<file path="src/rtl/pipe_hazard_ctrl.sv">
// pipe_hazard_ctrl
// Hazard and stall sequencer for a 5-stage RV32 pipeline. It drives the
// hold, bubble and flush controls of the PC, IF/ID and ID/EX registers, and
// freezes EX/MEM and later registers while data memory is busy.
//
// Ports
//   clk, rst_n            : clock (rising edge), asynchronous active-low reset
//   rs1/rs2_raddr_ID      : source register addresses of the instruction in ID
//   rs1/rs2_used_ID       : the ID instruction actually reads that source
//   rd_waddr_EX, rd_wen_EX: destination and write enable of the instruction in EX
//   load_EX               : the EX instruction is a load
//   redirect_EX           : taken branch / jal / jalr resolved in EX
//   mem_busy              : data memory not ready this cycle
//   clr_cnt               : synchronous clear of both performance counters
//   pc_stall, ifid_stall, ifid_flush, idex_stall, idex_bubble, pipe_freeze
//                         : combinational pipeline controls
//   mem_timeout           : sticky, mem_busy lasted MEM_TIMEOUT cycles
//   stall_cnt, flush_cnt  : saturating counts of pc_stall / ifid_flush cycles
module pipe_hazard_ctrl #(
    parameter int LOAD_BUBBLES = 1,
    parameter int MEM_TIMEOUT  = 255,
    parameter int CNT_W        = 16
) (
    input  logic             clk,
    input  logic             rst_n,
    input  logic [4:0]       rs1_raddr_ID,
    input  logic [4:0]       rs2_raddr_ID,
    input  logic             rs1_used_ID,
    input  logic             rs2_used_ID,
    input  logic [4:0]       rd_waddr_EX,
    input  logic             rd_wen_EX,
    input  logic             load_EX,
    input  logic             redirect_EX,
    input  logic             mem_busy,
    input  logic             clr_cnt,
    output logic             pc_stall,
    output logic             ifid_stall,
    output logic             ifid_flush,
    output logic             idex_stall,
    output logic             idex_bubble,
    output logic             pipe_freeze,
    output logic             mem_timeout,
    output logic [CNT_W-1:0] stall_cnt,
    output logic [CNT_W-1:0] flush_cnt
);

    localparam int WAIT_W = (MEM_TIMEOUT < 2) ? 1 : $clog2(MEM_TIMEOUT + 1);

    typedef enum logic [1:0] {
        RUN      = 2'd0,
        LD_STALL = 2'd1,
        MEM_WAIT = 2'd2
    } state_t;

    state_t              r_state, r_ret_state;
    logic [1:0]          r_bub_rem;
    logic [WAIT_W-1:0]   r_wait_cnt;
    logic                r_mem_timeout;
    logic [CNT_W-1:0]    r_stall_cnt, r_flush_cnt;

    state_t              w_nxt_state, w_nxt_ret, w_eff_state;
    logic [1:0]          w_nxt_bub;
    logic [WAIT_W-1:0]   w_nxt_wait;
    logic                w_hz;
    logic                w_pc_stall, w_ifid_stall, w_ifid_flush;
    logic                w_idex_stall, w_idex_bubble, w_pipe_freeze;

    // Load-use hazard; x0 is never a real destination.
    assign w_hz = load_EX && rd_wen_EX && (rd_waddr_EX != 5'd0) &&
                  ((rs1_used_ID && (rs1_raddr_ID == rd_waddr_EX)) ||
                   (rs2_used_ID && (rs2_raddr_ID == rd_waddr_EX)));

    // Once memory is ready again, decide as if still in the interrupted state.
    assign w_eff_state = (r_state == MEM_WAIT) ? r_ret_state : r_state;

    // NOTE: every signal gets a default at the top so no path infers a latch;
    // combinational blocks use blocking assignments.
    always_comb begin
        w_nxt_state   = r_state;
        w_nxt_ret     = r_ret_state;
        w_nxt_bub     = r_bub_rem;
        w_nxt_wait    = r_wait_cnt;
        w_pc_stall    = 1'b0;
        w_ifid_stall  = 1'b0;
        w_ifid_flush  = 1'b0;
        w_idex_stall  = 1'b0;
        w_idex_bubble = 1'b0;
        w_pipe_freeze = 1'b0;

        if (mem_busy) begin
            w_pc_stall    = 1'b1;
            w_ifid_stall  = 1'b1;
            w_idex_stall  = 1'b1;
            w_pipe_freeze = 1'b1;
            w_nxt_state   = MEM_WAIT;
            w_nxt_ret     = w_eff_state;
            if (r_wait_cnt != '1)
                w_nxt_wait = r_wait_cnt + WAIT_W'(1);
        end else begin
            w_nxt_wait = '0;
            if (redirect_EX) begin
                // PC must load the target, so no stall; younger work is squashed.
                w_ifid_flush  = 1'b1;
                w_idex_bubble = 1'b1;
                w_nxt_state   = RUN;
                w_nxt_bub     = 2'd0;
            end else if (w_eff_state == LD_STALL) begin
                w_pc_stall    = 1'b1;
                w_ifid_stall  = 1'b1;
                w_idex_bubble = 1'b1;
                w_nxt_bub     = r_bub_rem - 2'd1;
                w_nxt_state   = (r_bub_rem == 2'd1) ? RUN : LD_STALL;
            end else if (w_hz) begin
                w_pc_stall    = 1'b1;
                w_ifid_stall  = 1'b1;
                w_idex_bubble = 1'b1;
                if (LOAD_BUBBLES > 1) begin
                    w_nxt_state = LD_STALL;
                    w_nxt_bub   = 2'(LOAD_BUBBLES - 1);
                end else begin
                    w_nxt_state = RUN;
                end
            end else begin
                w_nxt_state = RUN;
            end
        end
    end

    // NOTE: sequential state uses non-blocking assignments so every register
    // samples the pre-edge values regardless of statement order.
    always_ff @(posedge clk or negedge rst_n) begin
        if (!rst_n) begin
            r_state       <= RUN;
            r_ret_state   <= RUN;
            r_bub_rem     <= 2'd0;
            r_wait_cnt    <= '0;
            r_mem_timeout <= 1'b0;
            r_stall_cnt   <= '0;
            r_flush_cnt   <= '0;
        end else begin
            r_state     <= w_nxt_state;
            r_ret_state <= w_nxt_ret;
            r_bub_rem   <= w_nxt_bub;
            r_wait_cnt  <= w_nxt_wait;
            if (mem_busy && (w_nxt_wait >= WAIT_W'(MEM_TIMEOUT)))
                r_mem_timeout <= 1'b1;
            if (clr_cnt) begin
                r_stall_cnt <= '0;
                r_flush_cnt <= '0;
            end else begin
                if (w_pc_stall && (r_stall_cnt != '1))
                    r_stall_cnt <= r_stall_cnt + CNT_W'(1);
                if (w_ifid_flush && (r_flush_cnt != '1))
                    r_flush_cnt <= r_flush_cnt + CNT_W'(1);
            end
        end
    end

    // Controls are forced low for as long as reset is asserted.
    assign pc_stall    = rst_n & w_pc_stall;
    assign ifid_stall  = rst_n & w_ifid_stall;
    assign ifid_flush  = rst_n & w_ifid_flush;
    assign idex_stall  = rst_n & w_idex_stall;
    assign idex_bubble = rst_n & w_idex_bubble;
    assign pipe_freeze = rst_n & w_pipe_freeze;
    assign mem_timeout = r_mem_timeout;
    assign stall_cnt   = r_stall_cnt;
    assign flush_cnt   = r_flush_cnt;

endmodule

</file>
<file path="config.mk">
export PLATFORM = sky130hd
export DESIGN_NAME = pipe_hazard_ctrl
export DESIGN_NICKNAME = d
export VERILOG_FILES = /design/src/rtl/pipe_hazard_ctrl.sv
export SDC_FILE = /design/constraint.sdc
export NUM_CORES = 1
export LEC_CHECK = 0
export CAP_MARGIN = 25
export CORE_MARGIN = 10
export CORE_UTILIZATION = 52
export CTS_BUF_LIST = sky130_fd_sc_hd__clkbuf_8
export DETAILED_ROUTE_END_ITERATION = 8
export GPL_TIMING_DRIVEN = 0
export HOLD_SLACK_MARGIN = 0.12
export PLACE_DENSITY = 0.9
export RECOVER_POWER = 25
export SLEW_MARGIN = 20
export SYNTH_ARGS = -nofsm -noshare
export SYNTH_HDL_FRONTEND = slang
export SYNTH_SLANG_ARGS = --single-unit
</file>
<file path="constraint.sdc">
create_clock -name clk -period 3.6 [get_ports clk]
set_input_delay 0.36 -clock clk [delete_from_list [all_inputs] [get_ports clk]]
set_output_delay 0.36 -clock clk [all_outputs]
set_load 0.01 [all_outputs]
</file>
# == After elaboration in Yosys (flattened, before gate mapping) ==
# Index checks and enable logic that the tools add are counted.
# word_totals
ram_bits,0
latch_bits,0
n_memories,0
in_bits,24
elab_cells,61
romBits,0
register_bits,47
# classes
add_sub_neg,4
eq_ne,8
bitwise_logic,5
order_cmp,1
multipliers,0
mux,22
n_reduce_logical,14
shift,0
div_mod_pow,0
# ops
cell,n
two-way mux 16 bit,4
"adder 16 x 1 -> 16 bit, second input constant",2
"!= test 16 bit, second input constant",2
two-way mux 8 bit,2
two-way mux 1 bit,12
== test 5 bit,2
"adder 8 x 1 -> 8 bit, second input constant",1
"greater-or-equal comparator 8 bit, second input constant",1
logical AND 1 bit,8
two-way mux 2 bit,4
"!= test 8 bit, second input constant",1
nonzero test 2 bit,3
nonzero test 5 bit,1
AND 1 bit,4
"== test 2 x 1 -> 1 bit, second input constant",2
"== test 2 bit, second input constant",1
AND reduction 2 bit,1
"subtractor 2 x 1 -> 2 bit, second input constant",1
logical OR 1 bit,1
NOT 1 bit,1

# == Depth between registers and ports, before layout ==
# Gate-level depths: netlist (run 1).
# logic_depth
ltp_word,11
ltp_mapped,8
ltp_nobuf,7

# == Worst setup path after synthesis (run 1) ==
# No wires, ideal clock.
# synth_path
path_type,input-to-output
from,input port rd_waddr_EX[1]
to,output port pc_stall
slack_ns,1.256
stages,8
t_arrival_ns,1.984
required_time_ns,3.240
path_cell_list,or4_1 > o211ai_2 > nor2_2 > a211oi_4 > buf_8 > buf_12 > nor2b_1 > buf_4
# synth_between
elab_chain_len,9
elab_cells_between_ends,13
cone_classes,eq/ne (2); mux (4); bitwise (1); reduce/logical (6)
# synth_lines
element,line,source
start: declaration,30,"input logic [4:0] rd_waddr_EX,"
== test 5 bit (on tied branches),"70, 71",
logical AND 1 bit (on tied branches),"70, 71",
logical OR 1 bit,70,((rs1_used_ID && (rs1_raddr_ID == rd_waddr_EX)) ||
logical AND 1 bit (*),69,assign w_hz = load_EX && rd_wen_EX && (rd_waddr_EX != 5'd0) &&
two-way mux 1 bit (*) (4 in series),n/a,
AND 1 bit (*),n/a,
end: declaration,36,"output logic pc_stall,"
# Mark *: on every way between the ends. The rest lies on a longest branch, timed or not.

# == Worst setup path after layout (run 1) ==
# layout_path
from,input port rd_waddr_EX[1]
to,output port pc_stall
# layout_between
elab_chain_len,9
elab_cells_between_ends,13
cone_classes,eq/ne (2); mux (4); bitwise (1); reduce/logical (6)
# layout_lines
element,line,source
== test 5 bit (on tied branches),"70, 71",
logical AND 1 bit (on tied branches),"70, 71",
logical OR 1 bit,70,
logical AND 1 bit (*),69,
two-way mux 1 bit (*),113,end else if (w_hz) begin
two-way mux 1 bit (*),107,end else if (w_eff_state == LD_STALL) begin
two-way mux 1 bit (*),101,if (redirect_EX) begin
two-way mux 1 bit (*),90,if (mem_busy) begin
AND 1 bit (*),160,assign pc_stall = rst_n & w_pc_stall;
# Marked as above.

==> results of run 1 <==
-- per-stage QoR --
| step | power [mW] | setup slack [ns] | util | cell area (sq um) | cells |
|---|---|---|---|---|---|
| CTS | 1.08 | 0.105 | 0.701 | 3600 | 425 |
| finish | 1.07 | 0.138 | 0.701 | 3600 | 425 |
| global placement | 0.681 | -0.161 | 0.672 | 3450 | 415 |
| global route | 1.12 | 0.0212 | 0.701 | 3600 | 425 |
| detailed placement | 0.690 | 0.111 | 0.676 | 3480 | 416 |
| floorplan | 0.616 | 1.26 | - | 2760 | 284 |
-- area by class of cell --
class                      instances  area (sq um)
fill                             432          1540
multi-input combinational        217          1460
sequential                        47          1180
timing repair buffer              63           643
buffer                            12          93.8
tap                               70          87.6
clock buffer                       5          68.8
clock inverter                     3          46.3
inverter                           8          30.0
-- what timing repair did --
action,CTS,global route
hold buffers,1,0
setup endpoints to repair,0,1
endpoints found under the hold margin,24,0
-- per-layer routing --
layer	vias up	global-route usage	wire length (um)
li1	1169	-	-
met1	1177	0.182	2890
met5	-	0	0
met4	0	0.0540	77
met2	76	0.266	3240
met3	11	0.0597	528
-- registers in the layout, indices dropped and copies added, names as in the netlist --
| signal | flops |
|---|---|
| flush_cnt | 16 |
| mem_timeout | 1 |
| r_bub_rem | 2 |
| r_ret_state | 2 |
| r_state | 2 |
| r_wait_cnt | 8 |
| stall_cnt | 16 |
-- cells by family after synthesis --
| logic type | synth area share |
|---|---|
| muxes | 0.0427 |
| xor gates and xnor gates | 0.0763 |
| buffers and inverters | 0.0449 |
| DFF | 0.427 |
| and+or+nand+nor | 0.271 |
| adders and majority gates | 0.0182 |
| AOI/OAI and AO/OA | 0.120 |
-- cells in the mapped netlist (all sizes together) (3+ instances only) --
master | count | area [sq um]
dfrtp | 47 | 1180
o21ai | 10 | 53.8
and3 | 7 | 43.8
ha | 4 | 50.1
nor4 | 4 | 37.5
nand2 | 19 | 71.3
xor2 | 9 | 78.8
nor2 | 31 | 121
a21oi | 20 | 119
and4 | 4 | 35.0
inv | 5 | 18.8
nor2b | 9 | 56.3
buf | 6 | 62.6
xnor2 | 15 | 131
o31ai | 7 | 52.6
nor3 | 9 | 60.1
nand3 | 13 | 65.1
nand4 | 12 | 81.3
or4 | 10 | 75.1
clkinv | 3 | 11.3
clkbuf | 5 | 22.5
or3 | 6 | 38.8
mux2 | 7 | 97.6
-- power groups by stage --
| stage | clock (mW) | combinational [mW] | sequential [mW] |
|---|---|---|---|
| floorplan | 0 | 0.0598 | 0.557 |
| global placement | 0 | 0.125 | 0.557 |
| detailed placement | 0 | 0.133 | 0.557 |
| CTS | 0.399 | 0.135 | 0.547 |
| global route | 0.424 | 0.145 | 0.549 |
| finish | 0.393 | 0.132 | 0.548 |
-- path summary, 6_finish.rpt --
path	startpoint	end	slack, ns	cells past startpoint
worst max-delay path	rd_waddr_EX[1]	pc_stall	0.14	10
worst min-delay path	clr_cnt	stall_cnt[2]$_DFFE_PN0P_	0.35	2
worst max register to register	stall_cnt[1]$_DFFE_PN0P_	stall_cnt[10]$_DFFE_PN0P_	1.15	8
worst min register to register	mem_timeout$_DFFE_PN0P_	mem_timeout$_DFFE_PN0P_	0.48	1
max in group asynchronous	rst_n	r_wait_cnt[5]$_DFF_PN0_	2.42	3
min in group asynchronous	rst_n	stall_cnt[3]$_DFFE_PN0P_	0.62	2
==> qor.txt, run 1 <==
outcome: completed
Sw Pwr: 260 uW
Synth Cell Area: 0.00276 sq mm
die width: 92.8 um
Min Hold Slack: 0.350 ns
Top FF cell, synth: dfrtp_1
setup bufs post-CTS: 0
WP buf/inv: 5
initial antenna violation count: 0
H-tree Lvls: 2
share of layout cells above drive strength 1: 0.113
Clock Path Buffers: 2
mean area per synthesized cell: 9.71 sq um
Crit path required time: 3.24 ns
ant diodes: 0
Ys Warns: 0
core box area: 0.00514 sq mm
Power Density: 298 mW/mm^2
pin count of the biggest net entering global routing: 28
most common cell after layout, fill and taps aside: clkdlybuf4s50_1
routed len/inst: 15.8 um
Die Ht: 92.8 um
crit path time final: 3.46 ns
Num Clock Sinks: 47
Die ar.: 0.00861 sq mm
measured slew at the worst slew-check pin: 0.665 ns
Largest stage delay, worst path: 0.55 ns
# IOs: 63
Initial Utilization: 0.536
crit path cell chain: clkdlybuf4s50_1, or4_1, o211ai_2, nor2_2, a211oi_4, buf_8, buf_12, nor2b_1, buf_4, clkdlybuf4s50_1
first drt pass iteration count: 4
startpoint types: input port
Max FO, Critical Path: 10
routed via count: 2,433
Critical Path AT: 3.10 ns
FF+latch count, synth: 47
Final setup viols: 0
CTS tree: built
initial drt markers: 115
Clock Power Share: 0.366
Hold Crit Class: in2reg
Net Sw Frac: 0.243
first-pass GRT wire length: 11,500 um
GP Congestion: 0.857
register area share after synthesis: 0.427
crit path capture type: primary output
Layout area overhead: 30.7%
Max Cap Viol: 0
clock root buffer: clkbuf_8
GRT Overall Usage: 0.159
Netlist cell types: 54
vias in the first global route: 2,510
Worst path top cell family by delay: buffers and inverters
unrepaired setup endpoints after global routing: no
final hold viol count: 0
Cell Rows: 26
Syn Nets: 312
Pleak: 1.45 nW
hpwl dp: 5070 um
fmax: 0.289 GHz
Post-synth ARST share: 1.00
Vias/cell: 5.72
Max IR drop VDD: 0.000188 V
post-route antenna net violation count: 0
nets@finish: 382
EDFF count, synth: 0
global route overflow: 0
most frequent cells in the layout: 59 x clkdlybuf4s50_1, 47 x dfrtp_1, 29 x nor2_1
# DRC: 0
clock-pin slew on the worst setup and hold paths: 0.10 ns
Final TNS setup: 0 ns
port buffer count: 61
CP max stage cell: or4_1
part of the power in registers: 0.511
Post-Route WL: 6730 um
Synth Instances: 284
Comb power frac: 0.123
Power Internal: 812 uW
Layout Skew: 0.0159 ns
CTS resizes: 0
Crit Path Class: in2out
period utilization: 0.962
worst skew pair latency: 0.30 ns
Num CTS Buffers: 5
cell mode on critical path: clkdlybuf4s50_1
slew margin rel.: 0.557
final count of pins violating max slew: 0
Note: power is estimated with default switching activity, not from simulation.
==> inputs of run 2 (changes only) <==
--- a/config.mk
+++ b/config.mk
@@ -14,6 +14,7 @@
 export HOLD_SLACK_MARGIN = 0.12
 export PLACE_DENSITY = 0.9
 export RECOVER_POWER = 25
+export REMOVE_ABC_BUFFERS = 1
 export SLEW_MARGIN = 20
 export SYNTH_ARGS = -nofsm -noshare
 export SYNTH_HDL_FRONTEND = slang
==> run 2 against run 1 <==
  * Sequential power about the same
  * Global-route usage increased by 0.14 points
  * Setup slack improved by 0.11 ns
  * Non-clock buffer count decreased by 10
  * Via count decreased by 2.0%
  * Wire length about the same
  * Clock skew decreased by 0.012 ns
  * Register-to-register slack got worse by 0.24 ns
  * Combinational power decreased by 8%
  * Critical path depth decreased by 3
  * Largest cell class unchanged
  * Highest routed layer unchanged
==> qor.txt, run 2 (same netlist as run 1, synthesis figures left out) <==
Cell Rows: 26 (unchanged)
Max Cap Viol: 0 (unchanged)
crit path time final: 3.35 ns (-0.113 ns)
reg-to-reg slack, setup: 0.91 ns (-0.24 ns)
last element of the critical path: ifid_stall
Crit Path Class: in2out
capturing point of the worst reg2reg path: stall_cnt[7]$_DFFE_PN0P_
post-placement cell area: 0.00339 sq mm (-2.4%)
routed via count: 2,384 (-2.0%)
share of layout cells above drive strength 1: 0.101 (-0.0115)
GP Congestion: 0.774 (-9.7%)
nets@finish: 373 (-2.4%)
# IOs: 63 (unchanged)
final hold viol count: 0 (unchanged)
Worst R2R Path Depth: 8 (unchanged)
first-pass GRT wire length: 11,500 um (+0.54%)
unrepaired setup endpoints after global routing: no
GRT Overall Usage: 0.160 (+0.00137)
worst skew pair latency: 0.30 ns (about the same)
fmax: 0.299 GHz (+3.4%)
Pleak: 1.40 nW (-3.1%)
fin area: 0.00351 sq mm (-2.4%)
Hold Crit Class: reg2reg
Num Clock Sinks: 47 (unchanged)
# DRC: 0 (unchanged)
Die Ht: 92.8 um (unchanged)
hold path start: mem_timeout$_DFFE_PN0P_
Final TNS setup: 0 ns (unchanged)
clock-pin slew on the worst setup and hold paths: 0.08 ns (-0.02 ns)
startpoint types: input port
Layout Skew: 0.00350 ns (-0.0124 ns)
worst reg2reg startpoint: stall_cnt[1]$_DFFE_PN0P_
Final Power: 1.02 mW (-5.2%)
die width: 92.8 um (unchanged)
initial antenna violation count: 0 (unchanged)
period utilization: 0.930 (-0.0313)
Initial Utilization: 0.536 (unchanged)
outcome: completed
Worst Setup SP: rd_waddr_EX[1]
Post-Route WL: 6740 um (about the same)
Clock Path Buffers: 2 (unchanged)
initial drt markers: 113 (-1.7%)
Power Density: 289 mW/mm^2 (-2.8%)
routed len/inst: 16.2 um (+2.2%)
Die ar.: 0.00861 sq mm (unchanged)
final count of pins violating max slew: 0 (unchanged)
Max FO, Critical Path: 14 (+4)
clock root buffer: clkbuf_8
Fillers: 421 (-2.5%)
port buffer count: 62 (+1.6%)
CTS resizes: 0 (unchanged)
pin count of the biggest net entering global routing: 39 (+39%)
first drt pass iteration count: 4 (unchanged)
setup bufs post-CTS: 0 (unchanged)
slew margin rel.: 0.102 (-0.454)
hpwl dp: 4890 um (-3.6%)
CTS tree: built
most frequent cells in the layout: 59 x clkdlybuf4s50_1, 47 x dfrtp_1, 29 x nor2_1
global route overflow: 0 (unchanged)
Crit path required time: 3.24 ns (about the same)
core box area: 0.00514 sq mm (unchanged)
Final setup viols: 0 (unchanged)
post-route antenna net violation count: 0 (unchanged)
Layout area overhead: 27.5%
Max IR drop VDD: 0.000187 V (-0.75%)
ant diodes: 0 (unchanged)
Num CTS Buffers: 5 (unchanged)
most common cell after layout, fill and taps aside: clkdlybuf4s50_1
Vias/cell: 5.73 (+0.11%)
Min Hold Slack: 0.493 ns (+0.143 ns)
measured slew at the worst slew-check pin: 1.35 ns (+0.682 ns)
H-tree Lvls: 2 (unchanged)
vias in the first global route: 2,373 (-5.5%)
crit path capture type: primary output
Critical Path AT: 2.99 ns (-0.11 ns)
-- run 2: critical path, cell delays in order --
cell and delay, ns:
clkdlybuf4s50_1 0.47, or4_1 0.57, o211ai_2 0.20, nor2_2 0.09, a211oi_4 0.62, nor2b_1 0.14, clkdlybuf4s50_1 0.52
-- run 2: area by class of cell --
class	instances	area [sq um]	share of cell area
clock buffer	7	96.3	0.0274
clock inverter	1	3.75	0.00107
inverter	8	30.0	0.00854
multi-input combinational	218	1470	0.419
sequential	47	1180	0.335
tap	70	87.6	0.0249
timing repair buffer	65	647	0.184
-- run 2: per-layer routing --
| layer | part of all wire | GRT usage | up-vias |
|---|---|---|---|
| met5 | 0 | 0 | - |
| li1 | - | - | 1158 |
| met1 | 0.41 | 0.180 | 1149 |
| met3 | 0.064 | 0.0508 | 8 |
| met4 | 0.010 | 0.0437 | 0 |
| met2 | 0.52 | 0.284 | 69 |
-- run 2: how the worst min path moves through the flow --
stage	slack (ns)	cells past startpoint	to
5_1_grt	0.51	1	mem_timeout$_DFFE_PN0P_
6_report	0.49	1	mem_timeout$_DFFE_PN0P_
2_1_floorplan	0.06	0	flush_cnt[0]$_DFFE_PN0P_
3_3_place_gp	0.46	1	mem_timeout$_DFFE_PN0P_
4_1_cts	0.49	1	mem_timeout$_DFFE_PN0P_
3_5_place_dp	0.38	1	r_bub_rem[1]$_DFFE_PN0P_
-- run 2: stage by stage --
| step | std cells | worst slack, ns | utilization |
|---|---|---|---|
| 2_1_floorplan | 272 | 0.599 | - |
| 3_3_place_gp | 404 | -0.0953 | 0.656 |
| 3_5_place_dp | 406 | -0.0218 | 0.660 |
| 4_1_cts | 416 | 0.221 | 0.684 |
| 5_1_grt | 416 | 0.125 | 0.684 |
| 6_report | 416 | 0.250 | 0.684 |
-- run 2: repair_timing --
item | 4_1_cts | 5_1_grt
endpoints found under the hold margin | 20 | 0
hold buffers | 1 | 0
endpoints found under the setup margin | 2 | 0
-- run 2: power by group --
part / switching (mW) / total (mW) / leakage [nW] / internal [mW]
Sequential: 0.0115 / 0.547 / 0.649 / 0.536
Clock: 0.175 / 0.348 / 0.0557 / 0.173
Combinational: 0.0624 / 0.121 / 0.700 / 0.0589
==> inputs of run 3 (changes only) <==
==> constraint.sdc (replaced) <==
create_clock -name clk -period 3.8 [get_ports clk]
set_input_delay 0.38 -clock clk [delete_from_list [all_inputs] [get_ports clk]]
set_output_delay 0.38 -clock clk [all_outputs]
set_load 0.01 [all_outputs]
==> run 3 against run 2 <==
  * Sequential power is 5.3% lower
  * Non-clock buffer count rose by 1
  * Global-route usage fell by 0.55 points
  * Count of clock-buffer cells in the layout unchanged
  * Clock power shrank 5%
  * Worst hold slack about the same
  * Combinational power shrank 5%
  * Critical path depth down 2
  * Design area barely moved
  * Register-to-register slack better by 0.21 ns
  * Critical path type unchanged
  * Highest routed layer unchanged
==> qor.txt, run 3 (same netlist as run 1, synthesis figures left out) <==
pin count of the biggest net entering global routing: 39 (unchanged)
worst skew pair latency: 0.30 ns (about the same)
GRT Overall Usage: 0.155 (-0.00553)
register area: 0.00118 sq mm (unchanged)
Layout area overhead: 27.5% (about the same)
global route overflow: 0 (unchanged)
clock root buffer: clkbuf_8
fin util: 0.684 (about the same)
routed via count: 2,352 (-1.3%)
slew margin rel.: 0.114 (+0.0119)
Max IR drop VDD: 0.000177 V (-5.5%)
nets@finish: 373 (unchanged)
Pleak: 1.41 nW (+0.25%)
die width: 92.8 um (unchanged)
final count of pins violating max slew: 0 (unchanged)
setup bufs post-CTS: 0 (unchanged)
Hold Crit Class: reg2reg
core box area: 0.00514 sq mm (unchanged)
crit path time final: 3.26 ns
hold path start: mem_timeout$_DFFE_PN0P_
Die ar.: 0.00861 sq mm (unchanged)
Power Internal: 728 uW (-5.1%)
crit path capture type: primary output
fmax: 0.307 GHz
Cell Rows: 26 (unchanged)
Sw Pwr: 235 uW (-5.6%)
vias in the first global route: 2,335 (-1.6%)
Critical Path AT: 2.88 ns (-0.11 ns)
Num Clock Sinks: 47 (unchanged)
Comb power frac: 0.119 (about the same)
initial antenna violation count: 0 (unchanged)
Final TNS setup: 0 ns (unchanged)
ant diodes: 0 (unchanged)
CTS resizes: 0 (unchanged)
Max FO, Critical Path: 29 (+15)
Num CTS Buffers: 5 (unchanged)
Post-Route WL: 6550 um (-2.8%)
Hold EP: mem_timeout$_DFFE_PN0P_
measured slew at the worst slew-check pin: 1.33 ns (-0.0179 ns)
Crit Path Class: in2out
H-tree Lvls: 2 (unchanged)
Clock Path Buffers: 2 (unchanged)
clock-pin slew on the worst setup and hold paths: 0.08 ns (about the same)
most frequent cells in the layout: 59 x clkdlybuf4s50_1, 47 x dfrtp_1, 29 x nor2_1
first-pass GRT wire length: 11,200 um (-3.3%)
Net Sw Frac: 0.244 (-0.000980)
reg-to-reg slack, setup: 1.12 ns (+0.21 ns)
Fillers: 419 (-0.48%)
capturing point of the worst reg2reg path: stall_cnt[7]$_DFFE_PN0P_
area of the multi-input gates: 0.00146 sq mm (-0.85%)
# DRC: 0 (unchanged)
most common cell after layout, fill and taps aside: clkdlybuf4s50_1
first drt pass iteration count: 4 (unchanged)
Initial Utilization: 0.536 (unchanged)
post-route antenna net violation count: 0 (unchanged)
WHS Path Cells: 1 (unchanged)
Max Cap Viol: 0 (unchanged)
Clock Power Share: 0.342 (about the same)
Vias/cell: 5.65 (-1.3%)
worst reg2reg startpoint: stall_cnt[0]$_DFFE_PN0P_
part of the power in registers: 0.538 (about the same)
final hold viol count: 0 (unchanged)
CTS tree: built
Power Density: 274 mW/mm^2 (-5.2%)
period utilization: 0.859
# IOs: 63 (unchanged)
Crit path required time: 3.42 ns (+0.18 ns)
Final Power: 963 uW (-5.3%)
Worst R2R Path Depth: 8 (unchanged)
port buffer count: 62 (unchanged)
unrepaired setup endpoints after global routing: no
routed len/inst: 15.7 um (-2.8%)
Die Ht: 92.8 um (unchanged)
GP Congestion: 0.774 (unchanged)
share of layout cells above drive strength 1: 0.101 (unchanged)
startpoint types: input port
hpwl dp: 4890 um (unchanged)
Layout Skew: 0.00427 ns (+0.000765 ns)
outcome: completed
initial drt markers: 110 (-2.7%)
Final setup viols: 0 (unchanged)
-- run 3: cell types whose count changed in the layout (fill, tap and decap cells not counted) --
| cell | previous run | this run |
|---|---|---|
| a211oi_2 | 1 | 0 |
| buf_6 | 0 | 1 |
-- run 3: metal layers --
| layer | vias up | share of wire | track usage |
|---|---|---|---|
| met4 | 0 | 0.010 | 0.0411 |
| met1 | 1127 | 0.42 | 0.175 |
| met3 | 8 | 0.061 | 0.0492 |
| met5 | - | 0 | 0 |
| li1 | 1152 | - | - |
| met2 | 65 | 0.51 | 0.273 |
-- run 3: worst max-delay path by stage --
stage,slack [ns],from,to
global route,0.29,rst_n,idex_stall
CTS,0.12,rd_waddr_EX[1],ifid_stall
finish,0.54,rst_n,idex_stall
floorplan,0.80,stall_cnt[1]$_DFFE_PN0P_,stall_cnt[7]$_DFFE_PN0P_
detailed placement,0.14,rd_waddr_EX[1],ifid_stall
global placement,0.06,rst_n,idex_bubble
-- run 3: power groups by stage --
stage	clock, mW	sequential (mW)	combinational (mW)
floorplan	0	0.527	0.0425
global placement	0	0.527	0.109
detailed placement	0	0.528	0.114
CTS	0.338	0.518	0.116
global route	0.358	0.521	0.127
finish	0.330	0.518	0.115
-- run 3: layout make-up --
| type | instances | area share |
|---|---|---|
| clock inverters | 1 | 0.00107 |
| repair buffers | 66 | 0.187 |
| flip-flops and latches | 47 | 0.335 |
| clock buffers | 7 | 0.0274 |
| multi-input cells | 217 | 0.416 |
| well taps | 70 | 0.0249 |
| inverters | 8 | 0.00855 |
-- run 3: metrics by stage --
| step | cells | hold WS, ns | worst slack (ns) | area (sq um) |
|---|---|---|---|---|
| after floorplan | 272 | 0.0844 | 0.799 | 2660 |
| after global placement | 404 | 0.455 | 0.0647 | 3370 |
| after detailed placement | 406 | 0.401 | 0.138 | 3390 |
| after CTS | 415 | 0.492 | 0.117 | 3500 |
| after global routing | 416 | 0.512 | 0.285 | 3510 |
| final | 416 | 0.493 | 0.537 | 3510 |
-- run 3: worst max-delay path, stage by stage --
cell,delay [ns]
dlygate4sd3_1,0.52
clkbuf_1,0.97
buf_12,0.29
and2_1,0.16
clkdlybuf4s50_1,0.54
-- run 3: what timing repair did --
item	CTS	global route
setup endpoints to repair	0	0
hold buffers	1	0
hold endpoints to repair	20	0
